File: config.mk
export PLATFORM = sky130hd
export DESIGN_NAME = instr_encoder
export DESIGN_NICKNAME = d
export VERILOG_FILES = /design/src/rtl/instr_encoder_pkg.sv /design/src/rtl/instr_field_packer.sv /design/src/rtl/instr_encoder.sv
export SDC_FILE = /design/constraint.sdc
export NUM_CORES = 1
export LEC_CHECK = 0
export BUFFER_PORTS_ARGS = -buffer_cell sky130_fd_sc_hd__buf_2
export CAP_MARGIN = 20
export CORE_ASPECT_RATIO = 0.75
export CORE_MARGIN = 1.5
export CORE_UTILIZATION = 48
export DETAILED_ROUTE_END_ITERATION = 16
export PLACE_DENSITY = 0.77
export SYNTH_ARGS = -nofsm -noshare
export SYNTH_HDL_FRONTEND = slang
export SYNTH_SLANG_ARGS = --single-unit
File: constraint.sdc
create_clock -name clk -period 6.3 [get_ports clk]
set_clock_uncertainty 0.1 [all_clocks]
set_input_delay 1.26 -clock clk [delete_from_list [all_inputs] [get_ports clk]]
set_output_delay 1.26 -clock clk [all_outputs]
set_load 0.005 [all_outputs]
File: src/rtl/instr_encoder_pkg.sv
// instr_encoder_pkg: shared encoder classes, RV32 opcodes and the canonical NOP word.
// Build option: INSTR_ENCODER_MULDIV_EN enables MULDIV encoding in instr_field_packer.
package instr_encoder_pkg;

    typedef enum logic [3:0] {
        ENC_R      = 4'd0,
        ENC_I      = 4'd1,
        ENC_LOAD   = 4'd2,
        ENC_STORE  = 4'd3,
        ENC_BRANCH = 4'd4,
        ENC_JAL    = 4'd5,
        ENC_JALR   = 4'd6,
        ENC_LUI    = 4'd7,
        ENC_AUIPC  = 4'd8,
        ENC_SYSTEM = 4'd9,
        ENC_MULDIV = 4'd10,
        ENC_LI     = 4'd11,
        ENC_NOP    = 4'd12
    } EncClass_t;

    localparam logic [6:0] OPC_LOAD   = 7'b0000011;
    localparam logic [6:0] OPC_STORE  = 7'b0100011;
    localparam logic [6:0] OPC_OP     = 7'b0110011;
    localparam logic [6:0] OPC_OP_IMM = 7'b0010011;
    localparam logic [6:0] OPC_JAL    = 7'b1101111;
    localparam logic [6:0] OPC_JALR   = 7'b1100111;
    localparam logic [6:0] OPC_BRANCH = 7'b1100011;
    localparam logic [6:0] OPC_LUI    = 7'b0110111;
    localparam logic [6:0] OPC_AUIPC  = 7'b0010111;
    localparam logic [6:0] OPC_SYSTEM = 7'b1110011;

    // ADDI x0, x0, 0
    localparam logic [31:0] NOP_INSTR = 32'h0000_0013;

endpackage

File: src/rtl/instr_field_packer.sv
// instr_field_packer: combinational class+fields to single RV32 word packing.
// Build option: INSTR_ENCODER_MULDIV_EN makes MULDIV a supported class.
module instr_field_packer
    import instr_encoder_pkg::*;
#(
    parameter logic [31:0] NOP_WORD = NOP_INSTR
) (
    input  EncClass_t   i_cls,
    input  logic [4:0]  i_rd,
    input  logic [4:0]  i_rs1,
    input  logic [4:0]  i_rs2,
    input  logic [2:0]  i_funct3,
    input  logic        i_funct7b5,
    input  logic [31:0] i_imm,
    output logic [31:0] o_word,
    output logic        o_err
);

    logic [24:0] w_ifmt;

    assign w_ifmt = {i_imm[11:0], i_rs1, i_funct3, i_rd};

    // Field placement per instruction format; anything unrecognised degrades to NOP with error.
    always_comb begin
        o_word = NOP_WORD;
        o_err  = 1'b0;
        case (i_cls)
            ENC_R:      o_word = {1'b0, i_funct7b5, 5'b0, i_rs2, i_rs1, i_funct3, i_rd, OPC_OP};
            ENC_I:      o_word = {i_imm[11], (i_funct3 == 3'b101) ? i_funct7b5 : i_imm[10],
                                  i_imm[9:0], i_rs1, i_funct3, i_rd, OPC_OP_IMM};
            ENC_LOAD:   o_word = {w_ifmt, OPC_LOAD};
            ENC_JALR:   o_word = {w_ifmt, OPC_JALR};
            ENC_SYSTEM: o_word = {w_ifmt, OPC_SYSTEM};
            ENC_STORE:  o_word = {i_imm[11:5], i_rs2, i_rs1, i_funct3, i_imm[4:0], OPC_STORE};
            ENC_BRANCH: o_word = {i_imm[12], i_imm[10:5], i_rs2, i_rs1, i_funct3,
                                  i_imm[4:1], i_imm[11], OPC_BRANCH};
            ENC_JAL:    o_word = {i_imm[20], i_imm[10:1], i_imm[11], i_imm[19:12], i_rd, OPC_JAL};
            ENC_LUI:    o_word = {i_imm[31:12], i_rd, OPC_LUI};
            ENC_AUIPC:  o_word = {i_imm[31:12], i_rd, OPC_AUIPC};
            ENC_NOP:    o_word = NOP_WORD;
`ifdef INSTR_ENCODER_MULDIV_EN
            ENC_MULDIV: o_word = {7'b0000001, i_rs2, i_rs1, i_funct3, i_rd, OPC_OP};
`endif
            default:    o_err  = 1'b1;
        endcase
    end

endmodule

File: src/rtl/instr_encoder.sv
// instr_encoder: registered field-to-instruction encoder with LI expansion and valid/ready handshakes.
// Build option: INSTR_ENCODER_MULDIV_EN (passed through to instr_field_packer).
module instr_encoder
    import instr_encoder_pkg::*;
#(
    parameter bit          LI_FIXED_LEN = 1'b0,
    parameter logic [31:0] NOP_WORD     = NOP_INSTR
) (
    input  logic        clk,
    input  logic        resetn,
    input  logic        req_valid,
    output logic        req_ready,
    input  logic [3:0]  req_class,
    input  logic [4:0]  req_rd,
    input  logic [4:0]  req_rs1,
    input  logic [4:0]  req_rs2,
    input  logic [2:0]  req_funct3,
    input  logic        req_funct7b5,
    input  logic [31:0] req_imm,
    output logic        instr_valid,
    input  logic        instr_ready,
    output logic [31:0] instr_data,
    output logic        instr_last,
    output logic        enc_err
);

    typedef enum logic [1:0] {IDLE, EMIT1, EMIT2_PEND} state_t;

    state_t      r_state;
    state_t      w_state_nxt;
    logic        r_valid;
    logic [31:0] r_data;
    logic        r_last;
    logic        r_err;
    logic [4:0]  r_li_rd;
    logic [11:0] r_li_lo;

    EncClass_t   w_req_cls;
    logic        w_hs;
    logic        w_acc;
    logic        w_load2;
    logic        w_is_li;
    logic        w_li_one;
    logic        w_li_two;
    logic [19:0] w_li_hi;

    EncClass_t   w_p_cls;
    logic [4:0]  w_p_rd;
    logic [4:0]  w_p_rs1;
    logic [2:0]  w_p_funct3;
    logic        w_p_funct7b5;
    logic [31:0] w_p_imm;
    logic [31:0] w_p_word;
    logic        w_p_err;

    assign w_req_cls = EncClass_t'(req_class);
    assign w_hs      = r_valid & instr_ready;
    assign req_ready = !r_valid | (instr_ready & r_last & (r_state != EMIT2_PEND));
    assign w_acc     = req_valid & req_ready;
    // Only an LI first word is ever presented with last=0, so this marks the second-word load.
    assign w_load2   = w_hs & (r_state == EMIT1) & !r_last;

    // Rounded upper part so that LUI hi + sext(lo) reconstructs the value (wraps at 32 bits).
    assign w_is_li  = (w_req_cls == ENC_LI);
    assign w_li_hi  = req_imm[31:12] + {19'b0, req_imm[11]};
    assign w_li_one = (req_imm[31:11] == {21{req_imm[31]}}) & !LI_FIXED_LEN;
    assign w_li_two = w_is_li & !w_li_one & ((req_imm[11:0] != 12'd0) | LI_FIXED_LEN);

    // Packer input: the queued ADDI for an LI second word, else the (LI-lowered) request.
    always_comb begin
        w_p_cls      = w_req_cls;
        w_p_rd       = req_rd;
        w_p_rs1      = req_rs1;
        w_p_funct3   = req_funct3;
        w_p_funct7b5 = req_funct7b5;
        w_p_imm      = req_imm;
        if (w_load2) begin
            w_p_cls      = ENC_I;
            w_p_rd       = r_li_rd;
            w_p_rs1      = r_li_rd;
            w_p_funct3   = 3'b000;
            w_p_funct7b5 = 1'b0;
            w_p_imm      = {{20{r_li_lo[11]}}, r_li_lo};
        end else if (w_is_li) begin
            w_p_cls      = w_li_one ? ENC_I : ENC_LUI;
            w_p_rs1      = 5'd0;
            w_p_funct3   = 3'b000;
            w_p_funct7b5 = 1'b0;
            w_p_imm      = w_li_one ? req_imm : {w_li_hi, 12'd0};
        end
    end

    instr_field_packer #(
        .NOP_WORD   (NOP_WORD)
    ) u_packer (
        .i_cls      (w_p_cls),
        .i_rd       (w_p_rd),
        .i_rs1      (w_p_rs1),
        .i_rs2      (req_rs2),
        .i_funct3   (w_p_funct3),
        .i_funct7b5 (w_p_funct7b5),
        .i_imm      (w_p_imm),
        .o_word     (w_p_word),
        .o_err      (w_p_err)
    );

    // FSM state register.
    always_ff @(posedge clk or negedge resetn) begin
        if (!resetn) r_state <= IDLE;
        else         r_state <= w_state_nxt;
    end

    // FSM next state.
    always_comb begin
        w_state_nxt = r_state;
        case (r_state)
            IDLE:       w_state_nxt = w_acc ? EMIT1 : IDLE;
            EMIT1:      if (w_hs) w_state_nxt = !r_last ? EMIT2_PEND : (w_acc ? EMIT1 : IDLE);
            EMIT2_PEND: w_state_nxt = w_hs ? IDLE : EMIT2_PEND;
            default:    w_state_nxt = IDLE;
        endcase
    end

    // Output word register; holds while stalled, returns to NOP when drained.
    always_ff @(posedge clk or negedge resetn) begin
        if (!resetn) begin
            r_valid <= 1'b0;
            r_data  <= NOP_WORD;
            r_last  <= 1'b0;
            r_err   <= 1'b0;
        end else if (w_load2) begin
            r_valid <= 1'b1;
            r_data  <= w_p_word;
            r_last  <= 1'b1;
            r_err   <= w_p_err;
        end else if (w_acc) begin
            r_valid <= 1'b1;
            r_data  <= w_p_word;
            r_last  <= !w_li_two;
            r_err   <= w_p_err;
        end else if (w_hs) begin
            r_valid <= 1'b0;
            r_data  <= NOP_WORD;
            r_last  <= 1'b0;
            r_err   <= 1'b0;
        end
    end

    // Capture the LI destination and low immediate for the second word.
    always_ff @(posedge clk or negedge resetn) begin
        if (!resetn) begin
            r_li_rd <= 5'd0;
            r_li_lo <= 12'd0;
        end else if (w_acc) begin
            r_li_rd <= req_rd;
            r_li_lo <= req_imm[11:0];
        end
    end

    assign instr_valid = r_valid;
    assign instr_data  = r_data;
    assign instr_last  = r_last;
    assign enc_err     = r_err;

endmodule

# After elaboration in Yosys (flattened, before gate mapping)
# Cells that the tools add are included.
# W data, S select, Z words.
# classes
addsub,1
mul,0
div,0
order_cmp,0
n_eq_ne,17
shift,0
muxes,31
bitwise,9
n_reduce_logical,9
# op_table
operator,n
$pmux W32 S10,1
$mux W32,6
$add A20 B1 Y20,1
$eq A20 B20 Y1,1
$eq A4 B3 Y1 const B,4
$eq A4 B4 Y1 const B,4
$mux W5,3
$mux W1,12
$reduce_bool A12 Y1,1
$reduce_or A11 Y1,1
$mux W3,3
$and A1 B1 Y1,8
$eq A4 B2 Y1 const B,2
$mux W4,2
$mux W2,3
$pmux W2 S3,1
$eq A4 B1 Y1 const B,1
$logic_not A1 Y1,4
$logic_not A4 Y1,1
$ne A2 B2 Y1 const B,2
$eq A3 B3 Y1 const B,1
$reduce_bool A3 Y1,1
$eq A2 B1 Y1 const B,1
$eq A2 B2 Y1 const B,1
other kinds (2),2
# totals
regBits,54
latch_bits,0
ram_bits,0
romBits,0
inputBits,59
output_inout_bits,36
memories,0

# Logic depth before layout (Yosys ltp)
# Gate-level depths: netlist of the first run.
# logic_depth
ltp_word,9
ltp_mapped,9
mapped_depth_nobuf,8

# Hierarchy
# A second synthesis of the first run with hierarchy kept.
# hier_totals
cells_unflattened,504
area_unflattened_um2,4431.8
# modules_own_cells
module,instances,cells_each,area_per_inst_um2,seq_area_each_um2
instr_encoder,1,325,3188.1,1355.0
instr_field_packer,1,179,1243.7,0.0

# Worst setup path before layout of the first run
# OpenSTA, ideal clock, no wires.
# synth_timing
path_type,input-to-reg
from,input req_class[2]
to,register r_data[23] (netlist: instr_data[23])
arrival_ns,2.882
setup_slack_ns,3.192
cell_stages,9
cell_sequence,buf_2 -> nand2b_4 -> or2_1 -> a21oi_2 -> a21oi_4 -> buf_4 -> a22oi_1 -> o21ai_0 -> a221o_1
# synth_between
elab_chain_cells,7
# synth_lines
element,line,rtl
start: declaration,instr_encoder.sv:13,"input logic [3:0] req_class,"
$eq A4 B4 Y1,instr_encoder.sv:64,assign w_is_li = (w_req_cls == ENC_LI);
$mux W4,instr_encoder.sv:84,end else if (w_is_li) begin
$mux W4,instr_encoder.sv:77,if (w_load2) begin
"$eq A4 B4 Y1, or another cell as far along",instr_field_packer.sv:27,case (i_cls)
$pmux W32 S10 *,instr_field_packer.sv:27,
$mux W32,instr_encoder.sv:136,end else if (w_acc) begin
$mux W32 *,instr_encoder.sv:131,end else if (w_load2) begin
end signal: assignment,instr_encoder.sv:133,r_data <= w_p_word;
end signal: assignment,instr_encoder.sv:138,r_data <= w_p_word;
end: declaration,instr_encoder.sv:32,logic [31:0] r_data;
# Every way passes the cells marked *; elsewhere a longest branch is shown, timed or not.
# A chain may end at the register's enable or synchronous reset.

# Final worst setup path of the first run
# layout_timing
from,input req_class[1]
to,register r_data[23] (netlist: instr_data[23])
# The elaborated chain is that of the path after synthesis.

==> results of run 1 <==
-- worst max-delay path by stage --
stage / to / cells past startpoint / from
floorplan: instr_data[23] / 9 / req_class[2]
global placement: instr_data[23] / 8 / req_class[1]
detailed placement: instr_data[23] / 8 / req_class[1]
CTS: instr_data[23] / 8 / req_class[1]
global route: instr_data[27] / 8 / req_class[1]
finish: instr_data[23] / 8 / req_class[1]
-- registers in the layout (all words and copies together), names as in the netlist --
| name | count |
|---|---|
| enc_err | 1 |
| instr_data | 30 |
| instr_last | 1 |
| instr_valid | 1 |
| r_li_lo | 12 |
| r_li_rd | 5 |
| r_state | 2 |
-- cell families (layout without fill, tap and decap cells) --
| kind of cell | after synthesis | count (layout) | share of synthesized area [%] |
|---|---|---|---|
| buf+inv | 31 | 106 | 3.95 |
| xor+xnor | 15 | 15 | 3.67 |
| flops | 52 | 52 | 36.3 |
| other cells | 1 | 2 | 0.105 |
| simple gates | 192 | 192 | 26.5 |
| mux | 9 | 9 | 2.62 |
| compound gates | 128 | 128 | 26.1 |
| fa+ha+maj | 2 | 2 | 0.698 |
-- cells in the final DEF (no fill, tap or decap), types with 3 or more instances in the layout --
cell | Yosys | routed
o211ai_1 | 9 | 9
nor3_1 | 6 | 6
xor2_1 | 5 | 5
nand3_1 | 14 | 14
a2bb2oi_1 | 4 | 4
o21ai_0 | 27 | 27
xnor2_1 | 10 | 10
nand2_1 | 93 | 93
buf_2 | 5 | 92
inv_1 | 3 | 3
nor2b_1 | 7 | 7
and2_1 | 3 | 3
o31ai_1 | 4 | 4
a31oi_1 | 6 | 6
clkbuf_8 | 0 | 6
o21a_1 | 3 | 3
o21ai_1 | 3 | 3
a22oi_1 | 17 | 17
a221o_1 | 4 | 4
a21oi_1 | 20 | 20
buf_4 | 5 | 3
nand4_1 | 9 | 9
nand2b_1 | 6 | 6
nor4_1 | 8 | 8
and3_1 | 3 | 3
mux2i_1 | 6 | 5
dfrtp_1 | 51 | 51
mux2_2 | 3 | 3
or3_1 | 8 | 8
nor2_1 | 18 | 18
-- worst max-delay path: cells and delay by family --
kind,cells,cell delay [ns]
buf+inv,1,0.27
compound gates,5,1.86
simple gates,2,0.47
-- metrics by stage --
step,util [%],instances,total power [W],hold WS (ns)
after global placement,55.9,599,0.00113,0.357
after global routing,57.1,607,0.00145,0.404
after floorplan,-,431,0.000908,0.333
after detailed placement,55.9,599,0.00116,0.361
final,57.1,607,0.00135,0.380
after CTS,57.1,607,0.00135,0.384
-- layer usage --
metal | global-route usage, % | vias up
met3 | 4.86 | 22
li1 | - | 1732
met5 | 0 | -
met4 | 5.95 | 0
met2 | 45.9 | 187
met1 | 43.9 | 1776
-- where the power goes --
part	switching (W)	internal [W]	leakage (nW)	total (W)
Clock	0.000113	0.0000900	0.0455	0.000203
Combinational	0.000329	0.000236	1.25	0.000565
Sequential	0.000104	0.000483	0.664	0.000587
Total	0.000546	0.000809	1.96	0.00135
-- layout make-up --
class	instances	area [um^2]	share of cell area, %
tap	101	126	3.03
timing repair buffer	95	483	11.6
sequential	52	1300	31.3
clock buffer	8	90.1	2.16
multi-input combinational	348	2150	51.7
inverter	3	11.3	0.270
==> metrics.cfg, run 1 <==
[outcome]
status=complete, no violations

[place]
dp_hpwl_um=8610
portBuffers=92
postPlaceCellArea_mm2=0.00408
globalplace.congestion=0.937
dp_slack_ns=2.32

[drt]
antenna_left=0
vias_per_cell=6.12
top_layer=met4
met2_length_um=5110
wl_met3_um=964
m1WireLength_um=5280
first_iter_violations=259
wl_um=11500
route.detailed.drc=0
wl_per_cell_um=19.0
vias=3717
first_pass_iters=5

[critical_path]
path_class=primary input to flop
crit_fanout=19
reg2reg_depth=6
reg2reg_to=instr_data[27]
crit_path_cell_trace=buf_2 > nand2_1 > or2_1 > a21oi_2 > a21oi_4 > a22oi_1 > o21ai_0 > a221o_1
worst_setup_path_start_kind=primary input
critPathMaxStageDelay_ns=0.62
rrSetupSlack_ns=3.36
reg2reg_from=instr_valid
end_kind=flop
critPathSlowestCell=a21oi_2
crit_required_ns=6.40
cp.arrival_ns=3.87

[logic_synthesis]
synth.most_common_cell=nand2_1
yosys.area.top_type_share_pct=35.6
synthCells=430
synthFlopType=dfrtp_1
synth-edff-count=0
synth.top_cells.by_count=93 x nand2_1, 51 x dfrtp_1, 27 x o21ai_0, 20 x a21oi_1, 18 x nor2_1
avgSynthCellArea_um2=8.33
synth.top_cells.by_area=dfrtp_1 36%, nand2_1 9.7%, o21ai_0 3.8%
async_reset_ff_share_pct=100
yosysWarnings=0
synthDistinctLibCells=70
ys_seq_area_share_pct=36.3
yosys.area.top_type=dfrtp_1
ys_ff_latch=52
synth.cell_area_mm2=0.00358

[grt]
overflow=0
grt_max_degree=53
antenna_found_initial=0
grt_use_total_pct=29.8
grt_pass1_wl_um=18400
grt_pass1_vias=3578

[min_path]
holdPathEnd=instr_data[3]
holdPathStages=1
worstHoldPathType=flop to flop
min_from=instr_data[3]

[finish]
diodes=0
final_cell_area_mm2=0.00417
final_nets=566
drive_above_1_share_pct=24.7
areaGrowthSynthToFinish_pct=16.3
nFillCells=741

[sta]
worst_pin_slew_ns=1.06
tns_ns=0
period_minus_slack_ns=3.78
fmax_mhz=265
setup_violations=0
hold_viol=0
finalCritPeriodShare_pct=59.9
rsz0062_at_grt=no
slew_violations=0
slew_headroom_pct=29.5
worst_slack_ns=2.52

[clock_tree]
cts-root-buf=clkbuf_8
cts_made_buffers=5
clk_latency_ns=0.31
cts_buffer_depth=2
post_cts_resize_count=0
post_cts_buffers=0
worst_setup_hold_path_clk_slew_ns=0.09
htree_levels=2
clock_sinks=52
cts_hold_buffers=0
cts_tree=yes

[power_and_ir_drop]
leakage_nw=1.96
ir_drop_mv=0.237
power_density_mw_per_mm2=325

[die]
start_util_pct=49.1
die_x_um=103
num_rows=27
die_y_um=77.8
pin_count=95
core-area_mm2=0.00730
dieArea_mm2=0.00800

[flow_run]
maxCapViolations=0

Power figures use the tool's default switching activity.
==> run 2, diff against run 1 <==
Clock period 6.3 ns to 3.8 ns, I/O delays scaled along.
==> metrics.cfg, run 2 (synthesis gave the netlist of run 1 again) <==
[clock_tree]
cts_hold_buffers=0  ; unchanged
post_cts_buffers=0  ; unchanged
post_cts_resize_count=0  ; unchanged
cts_tree=yes
clock_sinks=52  ; unchanged
worst_setup_hold_path_clk_slew_ns=0.10  ; about the same
cts-root-buf=clkbuf_8
htree_levels=2  ; unchanged
cts_made_buffers=5  ; unchanged
clk_latency_ns=0.30  ; about the same
cts_buffer_depth=2  ; unchanged

[critical_path]
path_class=primary input to flop
startpoint=req_class[1]
worst_setup_path_start_kind=primary input
end_kind=flop
crit_fanout=19  ; unchanged
reg2reg_from=instr_valid
cp.arrival_ns=3.06  ; -0.81 ns
rrSetupSlack_ns=1.05  ; -2.31 ns
reg2reg_depth=6  ; unchanged
reg2reg_to=instr_data[21]
crit_required_ns=3.92  ; -2.48 ns

[power_and_ir_drop]
p_comb_share_pct=41.8  ; about the same
power.share.clock_pct=14.4  ; -0.6 points
p_sw_w=0.000918  ; +68%
ir_drop_mv=0.293  ; +23%
power_density_mw_per_mm2=539  ; +66%
power_frac_seq_pct=43.8  ; +0.5 points
switching_share_pct=40.6  ; +0.27 points
p_int_w=0.00134  ; +66%
leakage_nw=1.99  ; +1.3%

[die]
dieArea_mm2=0.00800  ; unchanged
start_util_pct=49.1  ; unchanged
core-area_mm2=0.00730  ; unchanged
die_x_um=103  ; unchanged
die_y_um=77.8  ; unchanged
pin_count=95  ; unchanged
num_rows=27  ; unchanged

[finish]
fin_cells=611  ; +0.66%
layout.cells.most_common=nand2_1
largest_register_ffs=30  ; unchanged
final_cell_area_mm2=0.00420  ; +0.78%
layout_common_cells=93 x nand2_1, 92 x buf_2, 51 x dfrtp_1
areaGrowthSynthToFinish_pct=17.2
drive_above_1_share_pct=25.7  ; +0.98 points
nFillCells=722  ; -2.6%
final_nets=570  ; +0.71%
diodes=0  ; unchanged
fin_util_pct=57.5  ; +0.45 points

[drt]
met2_length_um=4910  ; -4.0%
route.detailed.drc=0  ; unchanged
wl_met3_um=907  ; -5.9%
antenna_left=0  ; unchanged
first_pass_iters=6  ; +1
vias_per_cell=6.16  ; +0.57%
first_iter_violations=365  ; +41%
wl_um=11300  ; -2.3%
top_layer=met4
wl_per_cell_um=18.4  ; -2.9%
vias=3763  ; +1.2%
m1WireLength_um=5200  ; -1.4%

[flow_run]
maxCapViolations=0  ; unchanged

[place]
dp_hpwl_um=8550  ; -0.71%
portBuffers=92  ; unchanged
globalplace.congestion=0.939  ; +0.23%
place_inst=603  ; +0.67%
postPlaceCellArea_mm2=0.00411  ; +0.74%

[sta]
finalCritPeriodShare_pct=77.5
tns_ns=0  ; unchanged
slew_headroom_pct=44.9  ; +15 points
slew_violations=0  ; unchanged
worst_pin_slew_ns=0.810  ; -0.248 ns
rsz0062_at_grt=no
fmax_mhz=340
hold_viol=0  ; unchanged
period_minus_slack_ns=2.94
setup_violations=0  ; unchanged
hold_slack_ns=0.352  ; -0.0287 ns

[grt]
grt_max_degree=41  ; -23%
overflow=0  ; unchanged
grt_pass1_wl_um=17600  ; -4.5%
grt_pass1_vias=3499  ; -2.2%
antenna_found_initial=0  ; unchanged
grt_use_total_pct=28.4  ; -1.3 points

[min_path]
worstHoldPathType=primary input to asynchronous set/reset pin

[outcome]
status=complete, no violations

## run 2: cell types whose count changed in the layout (fill, tap and decap cells not counted), sizes merged
cell / previous run / this run
buf: 95 / 99
clkbuf: 8 / 6
clkinv: 0 / 2
## run 2: final cells by class
class                      instances  area, um^2  share of cell area, %
multi-input combinational        348        2150                   51.3
sequential                        52        1300                   31.0
clock inverter                     2        10.0                  0.238
tap                              101         126                   3.01
clock buffer                       6        82.6                   1.97
timing repair buffer              99         513                   12.2
inverter                           3        11.3                  0.268
## run 2: power by group through the flow
stage,registers (W),logic (W),clock network (W)
floorplan,0.000951,0.000555,0
global route,0.00101,0.00105,0.000351
CTS,0.000986,0.000942,0.000335
global placement,0.000986,0.000919,0
finish,0.000991,0.000946,0.000325
detailed placement,0.000996,0.000939,0
## run 2: worst max-delay path by stage
stage,endpoint,depth (start not counted)
after floorplan,instr_data[23],9
after global placement,instr_data[16],9
after detailed placement,instr_data[16],9
after CTS,instr_data[18],9
after global routing,instr_data[17],9
final,instr_data[18],9
## run 2: per-layer routing
metal	GRT usage, %	vias up
met3	4.77	26
met4	7.03	0
li1	-	1740
met2	43.3	192
met5	0	-
met1	41.8	1805
## run 2: critical path, cell delays in order
cell	delay, ns
buf_2	0.28
nand2_1	0.15
or2_1	0.31
a21oi_2	0.30
buf_4	0.25
nand2_2	0.15
a21oi_1	0.48
o21ai_0	0.23
o211ai_1	0.14
## run 2: per-stage QoR
step | power, W | setup WS [ns]
floorplan | 0.00151 | 1.19
global placement | 0.00191 | 0.616
detailed placement | 0.00193 | 0.585
CTS | 0.00226 | 0.907
global route | 0.00242 | 0.699
finish | 0.00226 | 0.857
==> run 3, diff against run 2 <==
Clock period 3.8 ns to 3.05 ns, I/O delays scaled along.
==> metrics.cfg, run 3 (synthesis gave the netlist of run 1 again) <==
[outcome]
status=complete, no violations

[sta]
fmax_mhz=376
setup_violations=0  ; unchanged
rsz0062_at_grt=no
worst_pin_slew_ns=0.834  ; +0.0240 ns
hold_slack_ns=0.281  ; -0.0709 ns
slew_violations=0  ; unchanged
finalCritPeriodShare_pct=87.1
period_minus_slack_ns=2.66
slew_headroom_pct=44.4  ; -0.53 points
tns_ns=0  ; unchanged
worst_slack_ns=0.393  ; -0.463 ns
hold_viol=0  ; unchanged

[critical_path]
path_class=primary input to flop
crit_required_ns=3.17  ; -0.75 ns
critPathSlowestCell=or3_1
worst_setup_path_start_kind=primary input
reg2reg_from=r_state[1]
crit_fanout=10  ; -9
crit_path_cell_trace=buf_2 > nor4_1 > nand2_1 > or3_1 > a21oi_4 > a31o_2 > a41oi_4 > o211ai_1
critPathMaxStageDelay_ns=0.61  ; +0.13 ns
startpoint=req_imm[23]
cp.arrival_ns=2.77  ; -0.29 ns
end_kind=flop

[grt]
antenna_found_initial=0  ; unchanged
grt_use_total_pct=29.1  ; +0.71 points
grt_pass1_wl_um=18000  ; +2.4%
grt_max_degree=35  ; -15%
overflow=0  ; unchanged
grt_pass1_vias=3418  ; -2.3%

[power_and_ir_drop]
ir_drop_mv=0.397  ; +36%
power_density_mw_per_mm2=664  ; +23%
leakage_nw=2.04  ; +2.7%

[finish]
fin_util_pct=58.7  ; +1.2 points
diodes=0  ; unchanged
nFillCells=715  ; -0.97%
areaGrowthSynthToFinish_pct=19.6
layout.cells.most_common=nand2_1
layout_common_cells=93 x nand2_1, 92 x buf_2, 51 x dfrtp_1
drive_above_1_share_pct=27.0  ; +1.3 points
largest_register_ffs=30  ; unchanged
final_nets=582  ; +2.1%
final_cell_area_mm2=0.00429  ; +2.1%

[drt]
wl_per_cell_um=18.6  ; +0.66%
antenna_left=0  ; unchanged
route.detailed.drc=0  ; unchanged
first_pass_iters=6  ; unchanged
vias_per_cell=6.09  ; -1.1%
first_iter_violations=349  ; -4.4%
wl_um=11600  ; +2.6%
vias=3794  ; +0.82%

[die]
core-area_mm2=0.00730  ; unchanged
num_rows=27  ; unchanged
die_x_um=103  ; unchanged
dieArea_mm2=0.00800  ; unchanged
pin_count=95  ; unchanged
start_util_pct=49.1  ; unchanged
die_y_um=77.8  ; unchanged

[clock_tree]
clk_latency_ns=0.30  ; about the same
cts_hold_buffers=0  ; unchanged
clock_sinks=52  ; unchanged
worst_setup_hold_path_clk_slew_ns=0.09  ; about the same
cts_buffer_depth=2  ; unchanged
cts_made_buffers=5  ; unchanged
post_cts_buffers=0  ; unchanged
htree_levels=2  ; unchanged
cts_tree=yes
cts-root-buf=clkbuf_8
post_cts_resize_count=0  ; unchanged

[flow_run]
maxCapViolations=0  ; unchanged

[min_path]
worstHoldPathType=primary input to asynchronous set/reset pin

[place]
dp_slack_ns=0.128  ; -0.456 ns
portBuffers=92  ; unchanged
globalplace.congestion=0.988  ; +5.2%
dp_hpwl_um=8800  ; +2.9%
postPlaceCellArea_mm2=0.00420  ; +2.2%

run 3: area by class of cell:
type                    count  area [um^2]  share of cell area [%]
multi-input cells         348         2150                    50.2
flip-flops and latches     52         1300                    30.4
repair buffers            111          603                    14.1
well taps                 101          126                    2.95
clock buffers               8         90.1                    2.10
inverters                   3         11.3                   0.263
run 3: worst paths after layout:
kind | slack, ns | cells after the start | endpoint
min in group clk | 0.39 | 2 | r_li_lo[2]
max | 0.39 | 8 | instr_data[12]
min | 0.28 | 1 | r_li_rd[1]
min reg2reg | 0.39 | 2 | r_li_lo[2]
max in group asynchronous | 1.80 | 2 | instr_data[4]
max reg2reg | 0.42 | 7 | instr_data[22]
run 3: critical path: cells and delay by family:
kind | cells | cell delay [ns]
and+or+nand+nor | 3 | 1.07
AOI/OAI and AO/OA | 4 | 0.95
buffers and inverters | 1 | 0.14
run 3: report_power, final:
group | internal (W) | total, W | switching, W
Sequential | 0.000998 | 0.00123 | 0.000231
Combinational | 0.000518 | 0.00121 | 0.000690
Clock | 0.000186 | 0.000410 | 0.000224
run 3: per-layer routing:
| metal | wire, um | global-route usage (%) |
|---|---|---|
| met4 | 231 | 6.89 |
| met1 | 5440 | 45.0 |
| met2 | 4860 | 41.9 |
| met5 | 0 | 0 |
| met3 | 1040 | 5.05 |
run 3: stage by stage:
stage	cells	power [W]
finish	623	0.00285
CTS	623	0.00283
global route	623	0.00303
global placement	615	0.00240
floorplan	431	0.00188
detailed placement	615	0.00243
